==> src/rtl/uart_if.sv <==
// Byte-level and serial-pin signals of the 8N1 UART core, grouped for port connection.
interface uart_if;
    logic       TX;
    logic [7:0] TXDATA;
    logic       TXSTART;
    logic       TXBUSY;
    logic       TXDONE;
    logic       RX;
    logic [7:0] RXDATA;
    logic       RXBUSY;
    logic       RXDONE;

    modport master (
        output TXDATA, TXSTART, RX,
        input  TX, TXBUSY, TXDONE, RXDATA, RXBUSY, RXDONE
    );

    modport slave (
        input  TXDATA, TXSTART, RX,
        output TX, TXBUSY, TXDONE, RXDATA, RXBUSY, RXDONE
    );
endinterface

==> src/rtl/uart_core.sv <==
// Full-duplex 8N1 UART: independent transmitter and receiver, each with its own bit-period counter.
module uart_core #(
    parameter int SCYCLE   = 50000000,
    parameter int BAUDRATE = 115200
) (
    input  logic  CLK,
    input  logic  RESET,
    uart_if.slave bus
);
    localparam int DIV  = SCYCLE / BAUDRATE;
    localparam int HALF = DIV / 2;
    localparam int CW   = (DIV > 2) ? $clog2(DIV) : 1;
    localparam logic [CW-1:0] DIV_LAST  = CW'(DIV - 1);
    localparam logic [CW-1:0] HALF_LAST = CW'(HALF - 1);

    typedef enum logic [1:0] {
        ST_IDLE  = 2'd0,
        ST_START = 2'd1,
        ST_DATA  = 2'd2,
        ST_STOP  = 2'd3
    } state_t;

    state_t        tx_state_r, tx_state_s;
    logic [CW-1:0] tx_cnt_r, tx_cnt_s;
    logic [2:0]    tx_bit_r, tx_bit_s;
    logic [7:0]    tx_shift_r, tx_shift_s;
    logic          tx_r, tx_s, tx_busy_r, tx_busy_s, tx_done_r, tx_done_s;
    logic          tx_tick_s;

    state_t        rx_state_r, rx_state_s;
    logic [CW-1:0] rx_cnt_r, rx_cnt_s;
    logic [2:0]    rx_bit_r, rx_bit_s;
    logic [7:0]    rx_shift_r, rx_shift_s;
    logic [7:0]    rx_data_r, rx_data_s;
    logic          rx_busy_r, rx_busy_s, rx_done_r, rx_done_s;
    logic          rx_meta_r, rx_sync_r, rx_prev_r;
    logic          rx_tick_s, rx_fall_s;

    // Transmitter next-state: the start bit goes on the line on the accepting edge.
    always_comb begin
        tx_tick_s  = (tx_cnt_r == DIV_LAST);
        tx_state_s = tx_state_r;
        tx_cnt_s   = tx_tick_s ? '0 : tx_cnt_r + CW'(1);
        tx_bit_s   = tx_bit_r;
        tx_shift_s = tx_shift_r;
        tx_s       = tx_r;
        tx_busy_s  = tx_busy_r;
        tx_done_s  = 1'b0;
        case (tx_state_r)
            ST_IDLE: begin
                tx_cnt_s = '0;
                if (bus.TXSTART) begin
                    tx_state_s = ST_START;
                    tx_shift_s = bus.TXDATA;
                    tx_s       = 1'b0;
                    tx_busy_s  = 1'b1;
                end else begin
                    tx_s      = 1'b1;
                    tx_busy_s = 1'b0;
                end
            end
            ST_START: begin
                if (tx_tick_s) begin
                    tx_state_s = ST_DATA;
                    tx_bit_s   = 3'd0;
                    tx_s       = tx_shift_r[0];
                end else begin
                    tx_s = 1'b0;
                end
            end
            ST_DATA: begin
                if (tx_tick_s && tx_bit_r == 3'd7) begin
                    tx_state_s = ST_STOP;
                    tx_s       = 1'b1;
                end else if (tx_tick_s) begin
                    tx_bit_s   = tx_bit_r + 3'd1;
                    tx_shift_s = {1'b0, tx_shift_r[7:1]};
                    tx_s       = tx_shift_r[1];
                end else begin
                    tx_s = tx_r;
                end
            end
            ST_STOP: begin
                if (tx_tick_s) begin
                    tx_state_s = ST_IDLE;
                    tx_busy_s  = 1'b0;
                    tx_done_s  = 1'b1;
                end else begin
                    tx_s = 1'b1;
                end
            end
            default: begin
                tx_state_s = ST_IDLE;
                tx_s       = 1'b1;
                tx_busy_s  = 1'b0;
            end
        endcase
    end

    // Transmitter registers.
    always_ff @(posedge CLK or negedge RESET) begin
        if (!RESET) begin
            tx_state_r <= ST_IDLE;
            tx_cnt_r   <= '0;
            tx_bit_r   <= 3'd0;
            tx_shift_r <= 8'd0;
            tx_r       <= 1'b1;
            tx_busy_r  <= 1'b0;
            tx_done_r  <= 1'b0;
        end else begin
            tx_state_r <= tx_state_s;
            tx_cnt_r   <= tx_cnt_s;
            tx_bit_r   <= tx_bit_s;
            tx_shift_r <= tx_shift_s;
            tx_r       <= tx_s;
            tx_busy_r  <= tx_busy_s;
            tx_done_r  <= tx_done_s;
        end
    end

    // Two-flop synchronizer plus a delayed copy for falling-edge detection.
    always_ff @(posedge CLK or negedge RESET) begin
        if (!RESET) begin
            rx_meta_r <= 1'b1;
            rx_sync_r <= 1'b1;
            rx_prev_r <= 1'b1;
        end else begin
            rx_meta_r <= bus.RX;
            rx_sync_r <= rx_meta_r;
            rx_prev_r <= rx_sync_r;
        end
    end

    // Receiver next-state; after a framing error the edge detector needs the line high again to re-arm.
    always_comb begin
        rx_tick_s  = (rx_cnt_r == DIV_LAST);
        rx_fall_s  = rx_prev_r & ~rx_sync_r;
        rx_state_s = rx_state_r;
        rx_cnt_s   = rx_tick_s ? '0 : rx_cnt_r + CW'(1);
        rx_bit_s   = rx_bit_r;
        rx_shift_s = rx_shift_r;
        rx_data_s  = rx_data_r;
        rx_busy_s  = rx_busy_r;
        rx_done_s  = 1'b0;
        case (rx_state_r)
            ST_IDLE: begin
                rx_cnt_s = '0;
                if (rx_fall_s) begin
                    rx_state_s = ST_START;
                    rx_busy_s  = 1'b1;
                end else begin
                    rx_busy_s = 1'b0;
                end
            end
            ST_START: begin
                if (rx_cnt_r == HALF_LAST && !rx_sync_r) begin
                    rx_state_s = ST_DATA;
                    rx_cnt_s   = '0;
                    rx_bit_s   = 3'd0;
                end else if (rx_cnt_r == HALF_LAST) begin
                    rx_state_s = ST_IDLE;
                    rx_cnt_s   = '0;
                    rx_busy_s  = 1'b0;
                end else begin
                    rx_cnt_s = rx_cnt_r + CW'(1);
                end
            end
            ST_DATA: begin
                if (rx_tick_s) begin
                    rx_shift_s = {rx_sync_r, rx_shift_r[7:1]};
                    rx_bit_s   = rx_bit_r + 3'd1;
                    rx_state_s = (rx_bit_r == 3'd7) ? ST_STOP : ST_DATA;
                end else begin
                    rx_shift_s = rx_shift_r;
                end
            end
            ST_STOP: begin
                if (rx_tick_s) begin
                    rx_state_s = ST_IDLE;
                    rx_busy_s  = 1'b0;
                    rx_data_s  = rx_sync_r ? rx_shift_r : rx_data_r;
                    rx_done_s  = rx_sync_r;
                end else begin
                    rx_busy_s = 1'b1;
                end
            end
            default: begin
                rx_state_s = ST_IDLE;
                rx_busy_s  = 1'b0;
            end
        endcase
    end

    // Receiver registers.
    always_ff @(posedge CLK or negedge RESET) begin
        if (!RESET) begin
            rx_state_r <= ST_IDLE;
            rx_cnt_r   <= '0;
            rx_bit_r   <= 3'd0;
            rx_shift_r <= 8'd0;
            rx_data_r  <= 8'd0;
            rx_busy_r  <= 1'b0;
            rx_done_r  <= 1'b0;
        end else begin
            rx_state_r <= rx_state_s;
            rx_cnt_r   <= rx_cnt_s;
            rx_bit_r   <= rx_bit_s;
            rx_shift_r <= rx_shift_s;
            rx_data_r  <= rx_data_s;
            rx_busy_r  <= rx_busy_s;
            rx_done_r  <= rx_done_s;
        end
    end

    assign bus.TX     = tx_r;
    assign bus.TXBUSY = tx_busy_r;
    assign bus.TXDONE = tx_done_r;
    assign bus.RXDATA = rx_data_r;
    assign bus.RXBUSY = rx_busy_r;
    assign bus.RXDONE = rx_done_r;
endmodule

==> src/flat_wrapper.sv <==
// flat-port wrapper written by rule: the top's interface ports become plain ports
module uart_core_flat 
#(
    parameter int SCYCLE   = 50000000,
    parameter int BAUDRATE = 115200
)
  (CLK, RESET, bus_TXDATA, bus_TXSTART, bus_RX, bus_TX, bus_TXBUSY, bus_TXDONE, bus_RXDATA, bus_RXBUSY, bus_RXDONE);
  uart_if bus_i ();
  input  logic CLK;
  input  logic RESET;
  input wire logic [$bits(bus_i.TXDATA)-1:0] bus_TXDATA;
  input wire logic [$bits(bus_i.TXSTART)-1:0] bus_TXSTART;
  input wire logic [$bits(bus_i.RX)-1:0] bus_RX;
  output wire logic [$bits(bus_i.TX)-1:0] bus_TX;
  output wire logic [$bits(bus_i.TXBUSY)-1:0] bus_TXBUSY;
  output wire logic [$bits(bus_i.TXDONE)-1:0] bus_TXDONE;
  output wire logic [$bits(bus_i.RXDATA)-1:0] bus_RXDATA;
  output wire logic [$bits(bus_i.RXBUSY)-1:0] bus_RXBUSY;
  output wire logic [$bits(bus_i.RXDONE)-1:0] bus_RXDONE;
  assign bus_i.TXDATA = bus_TXDATA;
  assign bus_i.TXSTART = bus_TXSTART;
  assign bus_i.RX = bus_RX;
  assign bus_TX = bus_i.TX;
  assign bus_TXBUSY = bus_i.TXBUSY;
  assign bus_TXDONE = bus_i.TXDONE;
  assign bus_RXDATA = bus_i.RXDATA;
  assign bus_RXBUSY = bus_i.RXBUSY;
  assign bus_RXDONE = bus_i.RXDONE;
  uart_core #(.SCYCLE(SCYCLE), .BAUDRATE(BAUDRATE)) u_core (.CLK(CLK), .RESET(RESET), .bus(bus_i));
endmodule
==> config.mk <==
export PLATFORM = sky130hd
export DESIGN_NAME = uart_core_flat
export DESIGN_NICKNAME = d
export VERILOG_FILES = /design/src/rtl/uart_if.sv /design/src/rtl/uart_core.sv /design/src/flat_wrapper.sv
export SDC_FILE = /design/constraint.sdc
export NUM_CORES = 1
export LEC_CHECK = 0
export BUFFER_PORTS_ARGS = -buffer_cell sky130_fd_sc_hd__clkbuf_2
export CAP_MARGIN = 15
export CORE_AREA = 3 3 91 67
export DETAILED_ROUTE_END_ITERATION = 6
export DIE_AREA = 0 0 94 70
export PLACE_DENSITY = 0.76
export SYNTH_ARGS = -nofsm -noshare
export SYNTH_HDL_FRONTEND = slang
export SYNTH_SLANG_ARGS = --single-unit
==> constraint.sdc <==
create_clock -name CLK -period 2.9 [get_ports CLK]
set_clock_uncertainty 0.1 [all_clocks]
set_input_delay 0.29 -clock CLK [delete_from_list [all_inputs] [get_ports CLK]]
set_output_delay 0.29 -clock CLK [all_outputs]
set_load 0.01 [all_outputs]
==> flow_metrics.tcl, run 1 <==
set metrics [dict create \
    overflow 0 \
    cp_cell_sequence "inv_1, ha_1, nand2b_1, o211ai_4, mux2_2" \
    viasPerCell 5.552 \
    r2r-end "u_core.tx_shift_r[4]$_DFFE_PN0P_" \
    violations "hold timing" \
    critPathLaunch "u_core.tx_state_r[0]$_DFFE_PN0P_" \
    synth_area_per_cell_um2 11.71 \
    ir_drop_mv 0.3288 \
    syn2layout_area_growth_pct 13.86 \
    crit_path_max_incr_delay_ns 0.53 \
    die_area_um2 6580 \
    die_w_um 94 \
    post-route-drc-count 0 \
    seq_area_frac_synth_pct 49.65 \
    final_nets 317 \
    wl_mm 5.501 \
    dp_hpwl_mm 3.718 \
    synthFlopType "dfrtp_1" \
    critPathSlowestCell "ha_1" \
    clkSinkCount 60 \
    clock_path_buffers 2 \
    async_reset_ff_share_pct 100.0 \
    cts_tree "yes" \
    post-route-min-period_ns 2.208 \
    setup_viol 0 \
    syn_area_um2 3034 \
    drv_cap 0 \
    final_common_cell "dfrtp_1" \
    synthMuxAreaShare_pct 12.62 \
    firstDrtPassIters 4 \
    grt_use_total_pct 18.22 \
    timing.fmax_ghz 0.4529 \
    io_pins 25 \
    yosysUniqueCellTypes 51 \
    rows 22 \
    antenna_left 0 \
    synthTopCellsByArea "dfrtp_1, mux2_2, ha_1" \
    synth_xor_area_share_pct 4.041 \
    root_buffer "clkbuf_8" \
    relSlewSlack_pct 51.32 \
    synth_top_family_by_area "simple AND/OR/NAND/NOR gates" \
    synth_compound_area_share_pct 9.278 \
    core_um2 5230 \
    ys_warn_count 0 \
    synth_top_cell_area_share_pct 46.19 \
    cp-endpoint "u_core.tx_shift_r[4]$_DFFE_PN0P_" \
    synth_edf_count 0 \
    drt_iter0_drc 124 \
    cpLargestDelayFamily "adder cells" \
    synthSimpleGateAreaFrac_pct 14.14 \
    h-tree-depth 3 \
    setup_tns_ns 0 \
    crit_type "register to register" \
    fin_total_pwr_mw 2.039 \
    hold_class "input pin to async pin" \
    antenna_cells 0 \
    fin_crit_sh_pct 76.14 \
    finalMaxSlewViolations 0 \
    mostFrequentLayoutCells "dfrtp_1, mux2_2, clkbuf_2, ha_1" \
    vias 2021 \
    worstSetupStartpointType "register" \
    drive_above_1_share_pct 29.45 \
    powerDensity_nw_per_um2 590.2 \
    outcome "complete, but fails checks" \
    wl_per_cell_um 15.11 \
    grt_pass1_vias 1906 \
    crit_buf_inv 1 \
    grt_setup_unrepaired "no" \
    grt_max_degree 61 \
    report.final.hold_viol_count 4 \
    synth_top_cell_by_area "dfrtp_1" \
    grt_pass1_wl_mm 9.287 \
    gp_congestion 0.8306 \
    worstPathRequired_ns 3.02 \
    clk_latency_ns 0.34 \
    synth_seq_cells 60 \
    synth-adder-area-share_pct 7.010 \
    r2r_slack_ns 0.69 \
    start_util_pct 58.01 \
    path_depth 5 \
    cts_made_buffers 9 \
    reg2reg_from "u_core.tx_state_r[0]$_DFFE_PN0P_" \
    worst_slew_pin_slew_ns 0.7301 \
    r2r_cells 5 \
    portBuffers 24 \
    power.leakage_nw 1.633 \
    cp_data_arrival_time_ns 2.33 \
    die_y_um 70 \
    cts.repair.resized 0 \
    hold_ws_ns -0.006054 \
    cp-end-kind "register" \
    antenna_found_initial 0 \
    synth_nets 288 \
    crit_fanout 16 \
    postSynthCellCount 259 \
    clkTransAtPathRegs_ns 0.06 \
]
## synthesized netlist by cell type, drive strengths merged (3+ instances only)
library cell / count
xor2: 5
and2: 5
ha: 17
o2bb2ai: 4
mux2i: 3
nor3: 12
nand4: 9
o22ai: 3
a22oi: 5
dfstp: 4
clkbuf: 7
a21oi: 3
nand2: 7
xnor2: 9
nor2b: 3
mux2: 31
nor2: 16
inv: 15
nand3: 9
o21ai: 3
o211ai: 4
dfrtp: 56
## registers in the layout (all words and copies together) (netlist names), named ones only
name               flops
u_core.rx_cnt_r        9
u_core.tx_cnt_r        9
u_core.bus.RXDATA      8
u_core.rx_shift_r      8
u_core.tx_shift_r      8
u_core.rx_bit_r        3
u_core.tx_bit_r        3
u_core.tx_state_r      2
u_core.bus.RXBUSY      1
u_core.bus.RXDONE      1
u_core.bus.TX          1
u_core.bus.TXBUSY      1
u_core.bus.TXDONE      1
u_core.rx_meta_r       1
u_core.rx_prev_r       1
u_core.rx_state_r      1
u_core.rx_sync_r       1
## timing repair
item	in CTS	in global routing
setup buffers	0	0
hold buffers	1	0
endpoints found under the setup margin	0	0
endpoints found under the hold margin	1	0
## power by group
| group | internal [mW] | switching, mW |
|---|---|---|
| clock network | 0.524 | 0.322 |
| logic | 0.115 | 0.155 |
| registers | 0.876 | 0.0467 |
## per-layer routing
| layer | GRT usage, % | vias up | share of wire (%) |
|---|---|---|---|
| li1 | - | 993 | - |
| met1 | 26.76 | 996 | 51 |
| met2 | 25.26 | 26 | 45 |
| met3 | 5.813 | 6 | 3.6 |
| met4 | 6.250 | 0 | 0.73 |
| met5 | 0 | - | 0 |
## through the flow
step | worst slack, ns | utilization [%] | area, µm² | std cells
floorplan | 0.9884 | - | 3034 | 259
global placement | 0.8273 | 61.58 | 3221 | 348
detailed placement | 0.7522 | 61.58 | 3221 | 348
CTS | 0.7058 | 66.05 | 3455 | 364
global route | 0.5713 | 66.05 | 3455 | 364
finish | 0.6918 | 66.05 | 3455 | 364
## logic make-up after synthesis
logic type,Yosys count
xor gates and xnor gates,14
muxes,34
DFF,60
and+or+nand+nor,74
adders and majority gates,17
buffers and inverters,25
AOI/OAI and AO/OA,35
## area by class of cell
| class | count | area (µm²) |
|---|---|---|
| timing repair buffer | 27 | 145.1 |
| fill | 408 | 1775 |
| sequential | 60 | 1506 |
| inverter | 16 | 60.06 |
| clock buffer | 11 | 151.4 |
| clock inverter | 4 | 72.57 |
| multi-input combinational | 174 | 1429 |
| tap | 72 | 90.09 |
## worst min-delay path by stage
| stage | from | end | slack (ns) | cells after the start |
|---|---|---|---|---|
| CTS | RESET | u_core.tx_shift_r[0]$_DFFE_PN0P_ | 0.01 | 2 |
| global placement | u_core.rx_meta_r$_DFF_PN1_ | u_core.rx_sync_r$_DFF_PN1_ | 0.25 | 0 |
| finish | RESET | u_core.rx_shift_r[3]$_DFFE_PN0P_ | -0.006 | 2 |
| floorplan | RESET | async pin | -0.11 | 0 |
| detailed placement | u_core.rx_meta_r$_DFF_PN1_ | u_core.rx_sync_r$_DFF_PN1_ | 0.25 | 0 |
| global route | RESET | u_core.rx_shift_r[3]$_DFFE_PN0P_ | 0.05 | 2 |
Note: power is estimated with default switching activity, not from simulation.
==> inputs of run 2 (changes only) <==
CORE_AREA = 3 3 94 69   (was 3 3 91 67)
DIE_AREA = 0 0 97 72   (was 0 0 94 70)
PLACE_DENSITY = 0.75   (was 0.76)
clock period = 1.9 ns   (was 2.9 ns; I/O delays follow)
==> run 2 against run 1 <==
  * The flow now finishes without violations
  * Clock-buffer cell count is 2 lower
  * Final cell count is 9.3% higher
  * Via count is 7.2% higher
  * Non-clock buffer count is 30 higher
  * Setup slack worse by 0.69 ns
  * Fmax is 17% higher
  * Critical path depth is 1 lower
  * Utilization is 0.64 points lower
  * Worst hold slack better by 0.11 ns
  * Global-route usage hardly changed
  * Clock power is 35% higher
==> flow_metrics.tcl, run 2 (synthesis gave the netlist of run 1 again) <==
set metrics [dict create \
    syn2layout_area_growth_pct 22.23 \
    clk_latency_ns 0.34 \
    wl_met1_mm 2.947 \
    rows 23 \
    finalMaxSlewViolations 0 \
    cts_made_buffers 9 \
    crit_fanout 7 \
    setup_tns_ns 0 \
    fin_total_pwr_mw 3.039 \
    dr_wl_met3_um 306 \
    h-tree-depth 3 \
    wl_mm 5.913 \
    power.leakage_nw 1.773 \
    cp-end-kind "register" \
    fin_area_um2 3709 \
    dp_hpwl_mm 4.219 \
    firstDrtPassIters 4 \
    vias 2166 \
    grt_max_degree 61 \
    antenna_left 0 \
    gp_congestion 0.7911 \
    grt_use_total_pct 18.20 \
    post-route-min-period_ns 1.895 \
    worst_slew_pin_slew_ns 0.3856 \
    cp_data_arrival_time_ns 2.02 \
    hold_ws_ns 0.1049 \
    hold_path.startpoint "bus_TXDATA[3]" \
    setup_viol 0 \
    worst_slack_ns 0.005263 \
    antenna_found_initial 0 \
    post-place-ws_ns -0.009903 \
    grt_setup_unrepaired "yes" \
    r2r_cells 4 \
    cts_tree "yes" \
    fin_crit_sh_pct 99.72 \
    worstHoldPathCells 3 \
    overflow 0 \
    outcome "complete, no violations" \
    wl_met2_mm 2.561 \
    powerDensity_nw_per_um2 819.4 \
    fin_util_pct 65.42 \
    reg2reg_from "u_core.tx_cnt_r[3]$_DFF_PN0_" \
    cpLargestDelayFamily "simple AND/OR/NAND/NOR gates" \
    instances_no_fill 398 \
    portBuffers 24 \
    wl_per_cell_um 14.86 \
    viasPerCell 5.442 \
    root_buffer "clkbuf_8" \
    r2r_slack_ns 0.005 \
    critPathLaunch "u_core.tx_cnt_r[3]$_DFF_PN0_" \
    final_common_cell "dfrtp_1" \
    relSlewSlack_pct 74.02 \
    die_w_um 97 \
    drt_iter0_drc 125 \
    clkTransAtPathRegs_ns 0.07 \
    start_util_pct 53.52 \
    clock_path_buffers 2 \
    report.final.hold_viol_count 0 \
    io_pins 25 \
    n_fill_cell 402 \
    dpl_cell_area_um2 3445 \
    ir_drop_mv 0.6395 \
    grt_pass1_wl_mm 10.07 \
    die_area_um2 6984 \
    timing.fmax_ghz 0.5278 \
    grt_pass1_vias 2198 \
    drive_above_1_share_pct 37.77 \
    crit_type "register to register" \
    hold_class "input pin to register" \
    drv_cap 0 \
    mostFrequentLayoutCells "dfrtp_1, mux2_2, buf_4, clkbuf_2, ha_1" \
    die_y_um 72 \
    worstSetupStartpointType "register" \
    min_to "u_core.tx_shift_r[3]$_DFFE_PN0P_" \
    clkSinkCount 60 \
    crit_buf_inv 0 \
    cp_cell_sequence "or4b_4, nor3_4, o211ai_4, mux2_4" \
    reg_top3 "u_core.rx_cnt_r: 9 flops, u_core.tx_cnt_r: 9 flops" \
    core_um2 5669 \
    placedCellCount 377 \
    antenna_cells 0 \
    crit_path_max_incr_delay_ns 0.59 \
    worstPathRequired_ns 2.03 \
    critPathSlowestCell "or4b_4" \
    top_layer "met4" \
    r2r-end "u_core.tx_shift_r[6]$_DFFE_PN0P_" \
    final_nets 347 \
    post-route-drc-count 0 \
]
## run 2: cell types whose count changed in the layout (fill, tap and decap cells not counted), sizes merged
| cell | delta |
|---|---|
| clkinvlp | +1 |
| clkbuf | -2 |
| buf | +29 |
| clkinv | +2 |
| dlygate4sd3 | +1 |
| bufinv | -1 |
| inv | +1 |
## run 2: report_power, final
part	total (mW)	internal [mW]	switching (mW)
clock	1.14	0.611	0.533
sequential	1.39	1.34	0.0587
combinational	0.501	0.221	0.280
total	3.04	2.17	0.872
## run 2: area by class of cell
type | instances | area, µm² | area share, %
inverters | 16 | 60.06 | 1.619
repair buffers | 57 | 385.4 | 10.39
well taps | 75 | 93.84 | 2.530
flip-flops and latches | 60 | 1506 | 40.62
clock inverters | 7 | 76.32 | 2.058
multi-input cells | 174 | 1463 | 39.44
clock buffers | 9 | 123.9 | 3.340
## run 2: metal layers
metal / track usage [%] / vias up
li1: - / 1059
met1: 25.06 / 1040
met2: 27.83 / 52
met3: 5.091 / 15
met4: 6.854 / 0
met5: 0 / -
## run 2: tightest hold or removal path, cell delays in order
cell and delay (ns):
clkbuf_2 0.07, mux2_2 0.12, mux2_2 0.13
## run 2: worst max path at each step
stage | endpoint | slack [ns] | depth (start not counted)
finish | u_core.tx_shift_r[6]$_DFFE_PN0P_ | 0.005 | 4
floorplan | u_core.tx_shift_r[6]$_DFFE_PN0P_ | 0.01 | 6
global placement | u_core.tx_shift_r[6]$_DFFE_PN0P_ | 0.03 | 4
detailed placement | u_core.tx_shift_r[6]$_DFFE_PN0P_ | -0.01 | 4
CTS | register | 0.004 | 6
global route | u_core.tx_shift_r[6]$_DFFE_PN0P_ | -0.05 | 4
## run 2: what timing repair did
| action | in CTS | in global routing |
|---|---|---|
| endpoints found under the setup margin | 6 | 17 |
| pin swaps | 1 | 6 |
| cloned | 0 | 0 |
| buffers inserted | 2 | 2 |
| hold endpoints to repair | 57 | 0 |
| hold buffers | 2 | 0 |
| resized for setup | 1 | 6 |
